$ cat config.mk
export PLATFORM = sky130hd
export DESIGN_NAME = ctrl_pipe_stage
export DESIGN_NICKNAME = d
export VERILOG_FILES = /design/src/rtl/ctrl_pkg.sv /design/src/rtl/ctrl_pipe_stage.sv
export SDC_FILE = /design/constraint.sdc
export NUM_CORES = 1
export LEC_CHECK = 0
export ABC_CLOCK_PERIOD_IN_PS = 1900
export BUFFER_PORTS_ARGS = -buffer_cell sky130_fd_sc_hd__buf_4
export CORE_MARGIN = 2
export CORE_UTILIZATION = 40
export DETAILED_ROUTE_END_ITERATION = 16
export HOLD_SLACK_MARGIN = 0.08
export PLACE_DENSITY = 0.64
export SLEW_MARGIN = 20
export SYNTH_ARGS = -nofsm -noshare
export SYNTH_HDL_FRONTEND = slang
export SYNTH_SLANG_ARGS = --single-unit
$ cat constraint.sdc
create_clock -name clk -period 1.9 [get_ports clk]
set_input_delay 0.19 -clock clk [delete_from_list [all_inputs] [get_ports clk]]
set_output_delay 0.19 -clock clk [all_outputs]
set_load 0.02 [all_outputs]
$ cat src/rtl/ctrl_pkg.sv
`default_nettype none
// +--------------------------------------------------------------------------+
// | Package     : ctrl_pkg                                                   |
// | Description : Shared definitions for the per-stage control bundle        |
// |               (op, funct3, rd) and the elastic stage state encoding.     |
// | Revision    : 1.0 - initial release                                      |
// +--------------------------------------------------------------------------+
package ctrl_pkg;

   // Default field widths of the control bundle
   localparam int CTRL_OP_W = 5;
   localparam int CTRL_F3_W = 3;
   localparam int CTRL_RD_W = 5;

   // Control bundle at default widths; field order matches the packed storage
   // layout used inside the stage: {op, f3, rd}.
   typedef struct packed {
      logic [CTRL_OP_W-1:0] op;
      logic [CTRL_F3_W-1:0] f3;
      logic [CTRL_RD_W-1:0] rd;
   } ctrl_bundle_t;

   // Stage occupancy encoding: bit 0 = main entry valid, bit 1 = skid entry valid
   localparam logic [1:0] ST_EMPTY = 2'b00;
   localparam logic [1:0] ST_ONE   = 2'b01;
   localparam logic [1:0] ST_TWO   = 2'b11;

   // The stage has room for one more bundle unless both entries are occupied
   function automatic logic st_has_room(input logic [1:0] st);
      return (st != ST_TWO);
   endfunction

endpackage : ctrl_pkg
`default_nettype wire

$ cat src/rtl/ctrl_pipe_stage.sv
`default_nettype none
// +--------------------------------------------------------------------------+
// | Module      : ctrl_pipe_stage                                            |
// | Description : 2-entry elastic (skid) pipeline register for the control   |
// |               bundle {op, funct3, rd}. Registered in_ready, no input-to- |
// |               output combinational path, synchronous flush, and field    |
// |               zeroing on out_* whenever out_valid is low.                |
// |               Optional macro CTRL_STAGE_STALL_CNT_EN adds a saturating   |
// |               32-bit stall counter on port stall_cnt.                    |
// | Revision    : 1.0 - initial release                                      |
// +--------------------------------------------------------------------------+
module ctrl_pipe_stage
   import ctrl_pkg::*;
#(
   parameter int OP_W = CTRL_OP_W,
   parameter int F3_W = CTRL_F3_W,
   parameter int RD_W = CTRL_RD_W
) (
   input  logic            clk,
   input  logic            rst_n,
   input  logic            flush,
   input  logic            in_valid,
   output logic            in_ready,
   input  logic [OP_W-1:0] in_op,
   input  logic [F3_W-1:0] in_f3,
   input  logic [RD_W-1:0] in_rd,
   output logic            out_valid,
   input  logic            out_ready,
   output logic [OP_W-1:0] out_op,
   output logic [F3_W-1:0] out_f3,
   output logic [RD_W-1:0] out_rd
`ifdef CTRL_STAGE_STALL_CNT_EN
   ,
   output logic [31:0]     stall_cnt
`endif
);

   // Packed bundle width: {op, f3, rd}
   localparam int BUN_W = OP_W + F3_W + RD_W;

   logic [1:0]       state;
   logic [1:0]       state_nxt;
   logic [BUN_W-1:0] main_q;
   logic [BUN_W-1:0] skid_q;
   logic [BUN_W-1:0] in_bundle;
   logic             in_ready_q;
   logic             accept;
   logic             drain;
   logic             load_main_in;
   logic             load_main_skid;
   logic             load_skid;

   assign in_bundle = {in_op, in_f3, in_rd};

   // Main entry drives the output, so the stage presents data whenever it is occupied
   assign out_valid = (state != ST_EMPTY);
   assign in_ready  = in_ready_q;
   assign accept    = in_valid & in_ready_q;
   assign drain     = out_valid & out_ready;

   // Next-state and load-enable decode; flush overrides every handshake
   always_comb begin
      state_nxt      = state;
      load_main_in   = 1'b0;
      load_main_skid = 1'b0;
      load_skid      = 1'b0;
      if (flush) begin
         state_nxt = ST_EMPTY;
      end else begin
         case (state)
            ST_EMPTY: begin
               if (accept) begin
                  state_nxt    = ST_ONE;
                  load_main_in = 1'b1;
               end
            end
            ST_ONE: begin
               if (accept && drain) begin
                  load_main_in = 1'b1;
               end else if (drain) begin
                  state_nxt = ST_EMPTY;
               end else if (accept) begin
                  state_nxt = ST_TWO;
                  load_skid = 1'b1;
               end
            end
            ST_TWO: begin
               // in_ready is low here, so no accept can coincide with the drain
               if (drain) begin
                  state_nxt      = ST_ONE;
                  load_main_skid = 1'b1;
               end
            end
            default: begin
               // Unused encoding 2'b10: recover to a clean empty stage
               state_nxt = ST_EMPTY;
            end
         endcase
      end
   end

   // Occupancy state and registered in_ready, both derived from the next state
   always_ff @(posedge clk or negedge rst_n) begin
      if (!rst_n) begin
         state      <= ST_EMPTY;
         in_ready_q <= 1'b1;
      end else begin
         state      <= state_nxt;
         in_ready_q <= st_has_room(state_nxt);
      end
   end

   // Bundle storage: main takes fresh input or the skidded entry, skid takes input on overflow
   always_ff @(posedge clk or negedge rst_n) begin
      if (!rst_n) begin
         main_q <= '0;
         skid_q <= '0;
      end else begin
         if (load_main_in) begin
            main_q <= in_bundle;
         end else if (load_main_skid) begin
            main_q <= skid_q;
         end
         if (load_skid) begin
            skid_q <= in_bundle;
         end
      end
   end

   // Zero the fields while idle: downstream hazard logic treats rd=0 as "no write"
   assign out_op = out_valid ? main_q[BUN_W-1 -: OP_W] : '0;
   assign out_f3 = out_valid ? main_q[RD_W +: F3_W]    : '0;
   assign out_rd = out_valid ? main_q[RD_W-1:0]        : '0;

`ifdef CTRL_STAGE_STALL_CNT_EN
   logic [31:0] stall_cnt_q;

   // Count cycles where downstream back-pressures a valid bundle; saturating, reset only by rst_n
   always_ff @(posedge clk or negedge rst_n) begin
      if (!rst_n) begin
         stall_cnt_q <= '0;
      end else if (out_valid && !out_ready && (stall_cnt_q != 32'hFFFF_FFFF)) begin
         stall_cnt_q <= stall_cnt_q + 32'd1;
      end
   end

   assign stall_cnt = stall_cnt_q;
`endif

endmodule : ctrl_pipe_stage
`default_nettype wire
---- Word-level counts from Yosys, hierarchy flattened ----
Index checks and enable logic that the tools add are counted.
storage, ports and cells
  bits in registers ....................... 29
  bits in latches ......................... 0
  RAM bits ................................ 0
  ROM bits ................................ 0
  bits of input ports ..................... 18
  logic and storage cells ................. 36
  memories kept ........................... 0
cells by class
  $add $sub $neg .......................... 0
  $mul .................................... 0
  div/mod/pow operators ................... 0
  $lt $le $gt $ge ......................... 0
  eq/ne operators ......................... 3
  shift-type cells ........................ 0
  multiplexer cells ....................... 23
  bitwise operators ....................... 2
  reduce and logical (&&, ||, !) cells .... 4
operators by type and width
  operator            count
  $mux 13             2
  $mux 2              6
  $mux 1              10
  $mux 5              2
  $pmux 2 s3          1
  $reduce_bool 2->1   2
  $mux 3              1
  $and 1x1->1         2
  $eq 2x1->1 const B  1
  $eq 2x2->1 const B  1
  $logic_not 2->1     1
  $ne 2x2->1 const B  1
  $pmux 1 s2          1
  $logic_and 1x1->1   1

---- Longest topological paths before layout ----
Gate-level depths: netlist (run 1).
  depth in word-level cells ............... 7
  mapped depth ............................ 5
  gate-level depth less buffers ........... 3

---- Worst setup path after synthesis (run 1) ----
No wires, ideal clock.
  path type ............................... reg-to-reg
  start point ............................. register in_ready_q, in the netlist in_ready
  end point ............................... register skid_q[10]
  library setup time ...................... 0.125 ns
  arrival time ............................ 1.418 ns
  data required time ...................... 1.775 ns
  setup slack ............................. 0.357 ns
  stages on the path, launching flop included .. 5
  buffers on the path ..................... 1
  cell sequence ........................... dfstp_2 -> and4bb_4 -> nand3_4 -> buf_6 -> mux2_4
on the way
  word-level cells in the longest chain between the ends .. 6
  elaborated cells between the ends (all ways) .. 7
RTL lines
  what                      line                    text
  start: declaration        ctrl_pipe_stage.sv:46   logic in_ready_q;
  start signal: assignment  ctrl_pipe_stage.sv:109  in_ready_q <= st_has_room(state_nxt);
  $and 1x1->1 *             ctrl_pipe_stage.sv:58   assign accept = in_valid & in_ready_q;
  $mux 1                    ctrl_pipe_stage.sv:82   end else if (accept) begin
  $mux 1                    ctrl_pipe_stage.sv:80   end else if (drain) begin
  $mux 1 *                  ctrl_pipe_stage.sv:78   if (accept && drain) begin
  $mux 1 *                  ctrl_pipe_stage.sv:70   case (state)
  $mux 1 *                  ctrl_pipe_stage.sv:67   if (flush) begin
  end signal: assignment    ctrl_pipe_stage.sv:125  skid_q <= in_bundle;
  end: declaration          ctrl_pipe_stage.sv:44   logic [BUN_W-1:0] skid_q;
Mark *: on every way between the ends. The rest lies on a longest branch, timed or not.
A chain may end at the register's enable or synchronous reset.

---- Worst setup path after layout (run 1) ----
  start point ............................. input flush
  end point ............................... register main_q[9]
on the way
  word-level cells in the longest chain between the ends .. 2
  elaborated cells between the ends (all ways) .. 4
RTL lines
  what                                          line                    text
  start: declaration                            ctrl_pipe_stage.sv:21   input logic flush,
  $mux 1                                        ctrl_pipe_stage.sv:67
  $mux 13 or $reduce_bool 2->1 (tied branches)  -
  end signal: assignment                        ctrl_pipe_stage.sv:120  main_q <= in_bundle;
  end signal: assignment                        ctrl_pipe_stage.sv:122  main_q <= skid_q;
  end: declaration                              ctrl_pipe_stage.sv:43   logic [BUN_W-1:0] main_q;
Several ways; a longest one is shown, not always the timed one.

==> results of run 1 <==
## flip-flops by register name, summed over array words and instances (netlist names)
| name | cells |
|---|---|
| state | 2 |
| in_ready | 1 |
| skid_q | 13 |
| main_q | 13 |
## cells in the final DEF, fill, tap and decap left out
| cell | n |
|---|---|
| a221o_2 | 1 |
| o21ai_0 | 2 |
| and2_1 | 10 |
| clkbuf_4 | 5 |
| nand2b_1 | 1 |
| mux2i_1 | 1 |
| or3_1 | 1 |
| dfstp_2 | 1 |
| nand3_4 | 1 |
| and2_4 | 1 |
| clkinv_2 | 2 |
| a21oi_1 | 2 |
| a21oi_2 | 1 |
| inv_1 | 3 |
| mux2_2 | 5 |
| buf_4 | 34 |
| nor2_1 | 1 |
| dfrtp_1 | 28 |
| mux2_4 | 12 |
| nor2b_1 | 13 |
| and4b_1 | 1 |
| clkbuf_1 | 1 |
| nand3_1 | 1 |
| and4bb_4 | 1 |
| nand3b_1 | 1 |
| a221o_1 | 9 |
| dlygate4sd3_1 | 4 |
## cell type report
| type | count | share of cell area, % |
|---|---|---|
| well taps | 46 | 3.30 |
| clock inverters | 2 | 0.574 |
| multi-input cells | 65 | 34.5 |
| inverters | 3 | 0.646 |
| repair buffers | 38 | 16.9 |
| flip-flops and latches | 29 | 41.7 |
| clock buffers | 6 | 2.37 |
## report_power, final
group	leakage, nW	switching [W]	internal (W)
Sequential	0.356	0.0000637	0.000740
Clock	0.0320	0.000215	0.000141
Combinational	0.460	0.000131	0.000221
Total	0.849	0.000410	0.00110
## per-stage QoR
stage          cells  utilization (%)
2_1_floorplan    102                -
3_3_place_gp     177             49.5
3_5_place_dp     177             49.5
4_1_cts          187             51.7
5_1_grt          189             52.3
6_report         189             52.3
## worst reg2reg max path: stages, from the launching register on
cell	delay, ns
dfstp_2	0.57
and4bb_4	0.29
nand3_4	0.25
mux2_4	0.38
## kinds of logic (layout without fill, tap and decap cells)
kind of cell / count (synthesis) / in the layout / synth area share (%)
simple gates: 32 / 32 / 16.3
flops: 29 / 29 / 52.5
mux: 18 / 18 / 17.8
compound gates: 15 / 15 / 9.40
buf+inv: 8 / 49 / 4.06
## metal layers
layer	vias to the layer above	track usage (%)	part of all wire, %
met5	-	0	0
met4	0	5.83	0.65
met3	2	7.39	6.3
met2	29	24.1	50
met1	455	19.2	43
li1	446	-	-
## synth_stat cells (all sizes together)
cell type,count,area (um^2)
a21oi,3,18.8
a221o,10,101
and2,11,71.3
and4b,1,10.0
and4bb,1,16.3
buf,4,41.3
clkbuf,1,3.75
dfrtp,28,701
dfstp,1,26.3
inv,3,11.3
mux2,17,236
mux2i,1,10.0
nand2b,1,6.26
nand3,2,22.5
nand3b,1,7.51
nor2,1,3.75
nor2b,13,81.3
o21ai,2,10.0
or3,1,6.26
## path summary, 6_finish.rpt
path | start | endpoint | slack [ns] | cells after the start
max in group asynchronous | rst_n | in_ready | 1.28 | 2
worst min register to register | skid_q[0] | skid_q[0] | 0.50 | 1
worst max register to register | in_ready | skid_q[9] | 0.31 | 3
min in group asynchronous | rst_n | skid_q[7] | 0.31 | 2
worst min-delay path | in_f3[0] | main_q[5] | 0.1 | 2
worst max-delay path | flush | main_q[9] | 0.20 | 5
==> flow_summary.json, run 1 <==
{
  "tightest_slew_ns": 0.516,
  "htreeDepth": 2,
  "port_buffers": 32,
  "grt_max_degree": 30,
  "fin_crit_sh_pct": 89.5,
  "drt_wl_total_um": 2750,
  "cts_post_setup_buffers_inserted": 0,
  "grt_overflow": 0,
  "drt_iter0_drc": 40,
  "ir_worst_vdd_mv": 0.286,
  "netlist_area_mm2": 0.00139,
  "ys_seq_area_share_pct": 52.5,
  "dpl_cell_area_mm2": 0.00165,
  "cpPeakStageDelay_ns": 0.53,
  "status": "complete, no violations",
  "hold_buffers": 2,
  "holdWs_ns": 0.0963,
  "nets": 160,
  "synth_seq_cells": 29,
  "p_leak_nw": 0.849,
  "synthCells": 102,
  "drtAntennaViolNets": 0,
  "finalSetupViolCount": 0,
  "finalHoldViolCount": 0,
  "cts.sinks": 29,
  "drc": 0,
  "cts_buffers": 5,
  "grt_setup_unrepaired": "false",
  "drv_cap": 0,
  "hold_class": "in -> reg",
  "synth.avg_cell_area_um2": 13.6,
  "final_area_mm2": 0.00174,
  "yosysUniqueCellTypes": 25,
  "cts_tree": "yes",
  "path_delay_family": "buffers and inverters",
  "die_w_um": 62.8,
  "clkLatencyLatePin_ns": 0.33,
  "fmax_mhz": 588,
  "finalCriticalPeriod_ns": 1.70,
  "grt_pass1_wl_um": 4690,
  "initial_core_util_pct": 41.5,
  "final_max_slew_viol_count": 0,
  "io_pins": 33,
  "slew_headroom_pct": 65.6,
  "slowest_stage": "dlygate4sd3_1",
  "path_cells": "dlygate4sd3_1, buf_4, and4b_1, mux2_4, mux2_2",
  "drt-wirelength-per-cell_um": 14.6,
  "power_per_cell_area_mw_per_mm2": 867,
  "power_w": 0.00151,
  "path_class": "in -> reg",
  "antenna_found_initial": 0,
  "chipHeight_um": 62.8,
  "drive_gt1_share_pct": 44.8,
  "pre_cts_slack_ns": 0.317,
  "vias": 932,
  "arrival_ns": 1.91,
  "cp-start-kind": "input port",
  "num_rows": 21,
  "setup_slack_ns": 0.199,
  "drtPass1Iterations": 4,
  "antennaDiodeCount": 0,
  "tns_ns": 0,
  "gp_congestion": 0.728,
  "synth_warnings": 0,
  "cts_resized": 0,
  "multiInputGateArea_um2": 602,
  "routed_via_density": 4.93,
  "clockRootBuffer": "clkbuf_4",
  "hpwl_um": 1830,
  "final-seq-area_um2": 727,
  "worstPathRequired_ns": 2.11,
  "fillerInstances": 309,
  "skew_ns": 0.00976,
  "dieArea_mm2": 0.00395,
  "cts_buffer_depth": 2,
  "design.core.area_mm2": 0.00334,
  "syn_to_final_growth_pct": 25.9,
  "grt_pass1_vias": 949,
  "grt_use_total_pct": 15.7,
  "path_buf_inv": 2,
  "clk_pin_slew_worst_paths_ns": 0.10,
  "critPathCaptureType": "flip-flop",
  "synthesis.nets": 120,
  "critPathMaxFanout": 9
}
Power figures use the tool's default switching activity.
==> run 2: changes to the inputs <==
- CELL_PAD_IN_SITES_DETAIL_PLACEMENT: default -> 1
- CELL_PAD_IN_SITES_GLOBAL_PLACEMENT: default -> 2
- CORE_UTILIZATION: 40 -> 35
- PLACE_DENSITY: 0.64 -> 0.8
==> run 2 against run 1 <==
  * Combinational power increased by 1%
  * Setup slack got worse by 0.069 ns
  * Die area grew 13%
  * Critical path depth did not move
  * Register-to-register slack about the same
  * Clock power increased by 56%
  * Wire length increased by 13%
  * Power rose by 14%
  * Sequential share of layout area is 0.94 points lower
  * Hold slack better by 0.052 ns
  * Core utilization decreased by 4.6 points
  * Largest cell class unchanged
  * Highest routed layer unchanged
==> flow_summary.json, run 2 (synthesis gave the netlist of run 1 again) <==
{
  "path_delay_family": "buffers and inverters",
  "pre_cts_slack_ns": 0.319,
  "fillerInstances": 405,
  "htreeDepth": 2,
  "gp_congestion": 0.728,
  "tns_ns": 0,
  "num_rows": 22,
  "multiInputGateArea_um2": 602,
  "vias": 966,
  "initial_core_util_pct": 37.0,
  "worstPathRequired_ns": 2.07,
  "slew_headroom_pct": 62.0,
  "final_common_cell": "buf_4",
  "p_leak_nw": 0.867,
  "startpoint": "flush",
  "setup.worst_path.end": "main_q[9]",
  "dpl_cell_area_mm2": 0.00166,
  "final_area_mm2": 0.00178,
  "hpwl_um": 2120,
  "reg2reg_slack_ns": 0.31,
  "grt_pass1_wl_um": 5260,
  "drt-wirelength-per-cell_um": 16.3,
  "final_max_slew_viol_count": 0,
  "drtAntennaViolNets": 0,
  "final-seq-area_um2": 727,
  "nets": 159,
  "antenna_found_initial": 0,
  "syn_to_final_growth_pct": 28.8,
  "drtPass1Iterations": 4,
  "post-place-cells": 180,
  "path_cells": "dlygate4sd3_1, buf_4, and4b_1, mux2_4, mux2_2",
  "hold_buffers": 2,
  "grt_use_total_pct": 16.6,
  "rr_endpoint": "skid_q[12]",
  "worst_r2r_path_depth": 3,
  "clockRootBuffer": "clkbuf_8",
  "skew_ns": 0.00787,
  "drive_gt1_share_pct": 46.5,
  "clk_pin_slew_worst_paths_ns": 0.06,
  "power_per_cell_area_mw_per_mm2": 966,
  "finalCriticalPeriod_ns": 1.77,
  "cpPeakStageDelay_ns": 0.55,
  "drc": 0,
  "grt_overflow": 0,
  "fmax_mhz": 565,
  "grt_pass1_vias": 1053,
  "hold_class": "in -> reg",
  "cts_post_setup_buffers_inserted": 0,
  "fin_crit_sh_pct": 93.1,
  "cts_buffer_depth": 2,
  "io_pins": 33,
  "dieArea_mm2": 0.00448,
  "regToRegStartpoint": "in_ready",
  "drt_iter0_drc": 33,
  "grt_setup_unrepaired": "false",
  "drv_cap": 0,
  "setup_slack_ns": 0.130,
  "cts_tree": "yes",
  "tightest_slew_ns": 0.569,
  "critPathMaxFanout": 8,
  "final_cell_mix": "buf_4 (35), dfrtp_1 (28), nor2b_1 (13), mux2_4 (12), and2_1 (10)",
  "critPathCaptureType": "flip-flop",
  "chipHeight_um": 66.9,
  "drt_wl_total_um": 3100,
  "arrival_ns": 1.94,
  "cts_resized": 0,
  "port_buffers": 32,
  "reg_top3": "main_q (13), skid_q (13), state (2)",
  "antennaDiodeCount": 0,
  "path_class": "in -> reg",
  "grt_max_degree": 30,
  "cp.depth": 5,
  "final_util_pct": 47.7,
  "finalSetupViolCount": 0,
  "design.core.area_mm2": 0.00374,
  "ir_worst_vdd_mv": 0.497,
  "final_cells": 190,
  "cp-start-kind": "input port",
  "cts.sinks": 29,
  "cts_buffers": 5,
  "die_w_um": 66.9,
  "finalHoldViolCount": 0,
  "path_buf_inv": 2,
  "slowest_stage": "dlygate4sd3_1",
  "status": "complete, no violations",
  "clkLatencyLatePin_ns": 0.28,
  "routed_via_density": 5.08
}
## run 2: changes by cell type in the layout (fill, tap and decap cells not counted)
cell           before  now
buf_4              34   35
clkbuf_1            1    0
clkbuf_4            5    0
clkbuf_8            0    7
clkinv_2            2    1
dlygate4sd3_1       4    2
## run 2: how the worst min path moves through the flow
stage              from         to  depth (start not counted)  slack (ns)
6_report       in_rd[1]  main_q[1]                          2        0.15
5_1_grt        in_f3[1]  skid_q[6]                          2        0.14
4_1_cts        in_f3[1]  skid_q[6]                          2        0.14
3_5_place_dp      rst_n   state[1]                          1        0.13
3_3_place_gp      rst_n   state[1]                          1        0.14
2_1_floorplan     rst_n  main_q[0]                          0       -0.11
## run 2: per-layer routing
layer	GRT usage, %	part of all wire (%)
met5	0	0
met4	6.63	1.7
met3	6.08	4.9
met2	25.6	49
met1	21.0	44
## run 2: area by class of cell
type,count,share of cell area [%]
Sequential cell,29,40.7
Clock buffer,7,5.40
Timing Repair Buffer,37,15.8
Clock inverter,1,0.281
Tap cell,48,3.37
Inverter,3,0.631
Multi-Input combinational cell,65,33.7
## run 2: worst register-to-register path: cells and delay by family, from the launching register on
kind	cells	cell delay, ns
DFF	1	0.55
and+or+nand+nor	2	0.54
muxes	1	0.38
## run 2: per-stage QoR
stage | hold WS, ns | total power [W]
after floorplan | -0.106 | 0.00104
after global placement | 0.137 | 0.00116
after detailed placement | 0.134 | 0.00117
after CTS | 0.143 | 0.00174
after global routing | 0.144 | 0.00181
final | 0.148 | 0.00172
## run 2: power by group
group	switching [W]	internal (W)	leakage, nW
sequential	0.0000683	0.000742	0.356
clock	0.000231	0.000327	0.0542
combinational	0.000136	0.000221	0.457
total	0.000434	0.00129	0.867
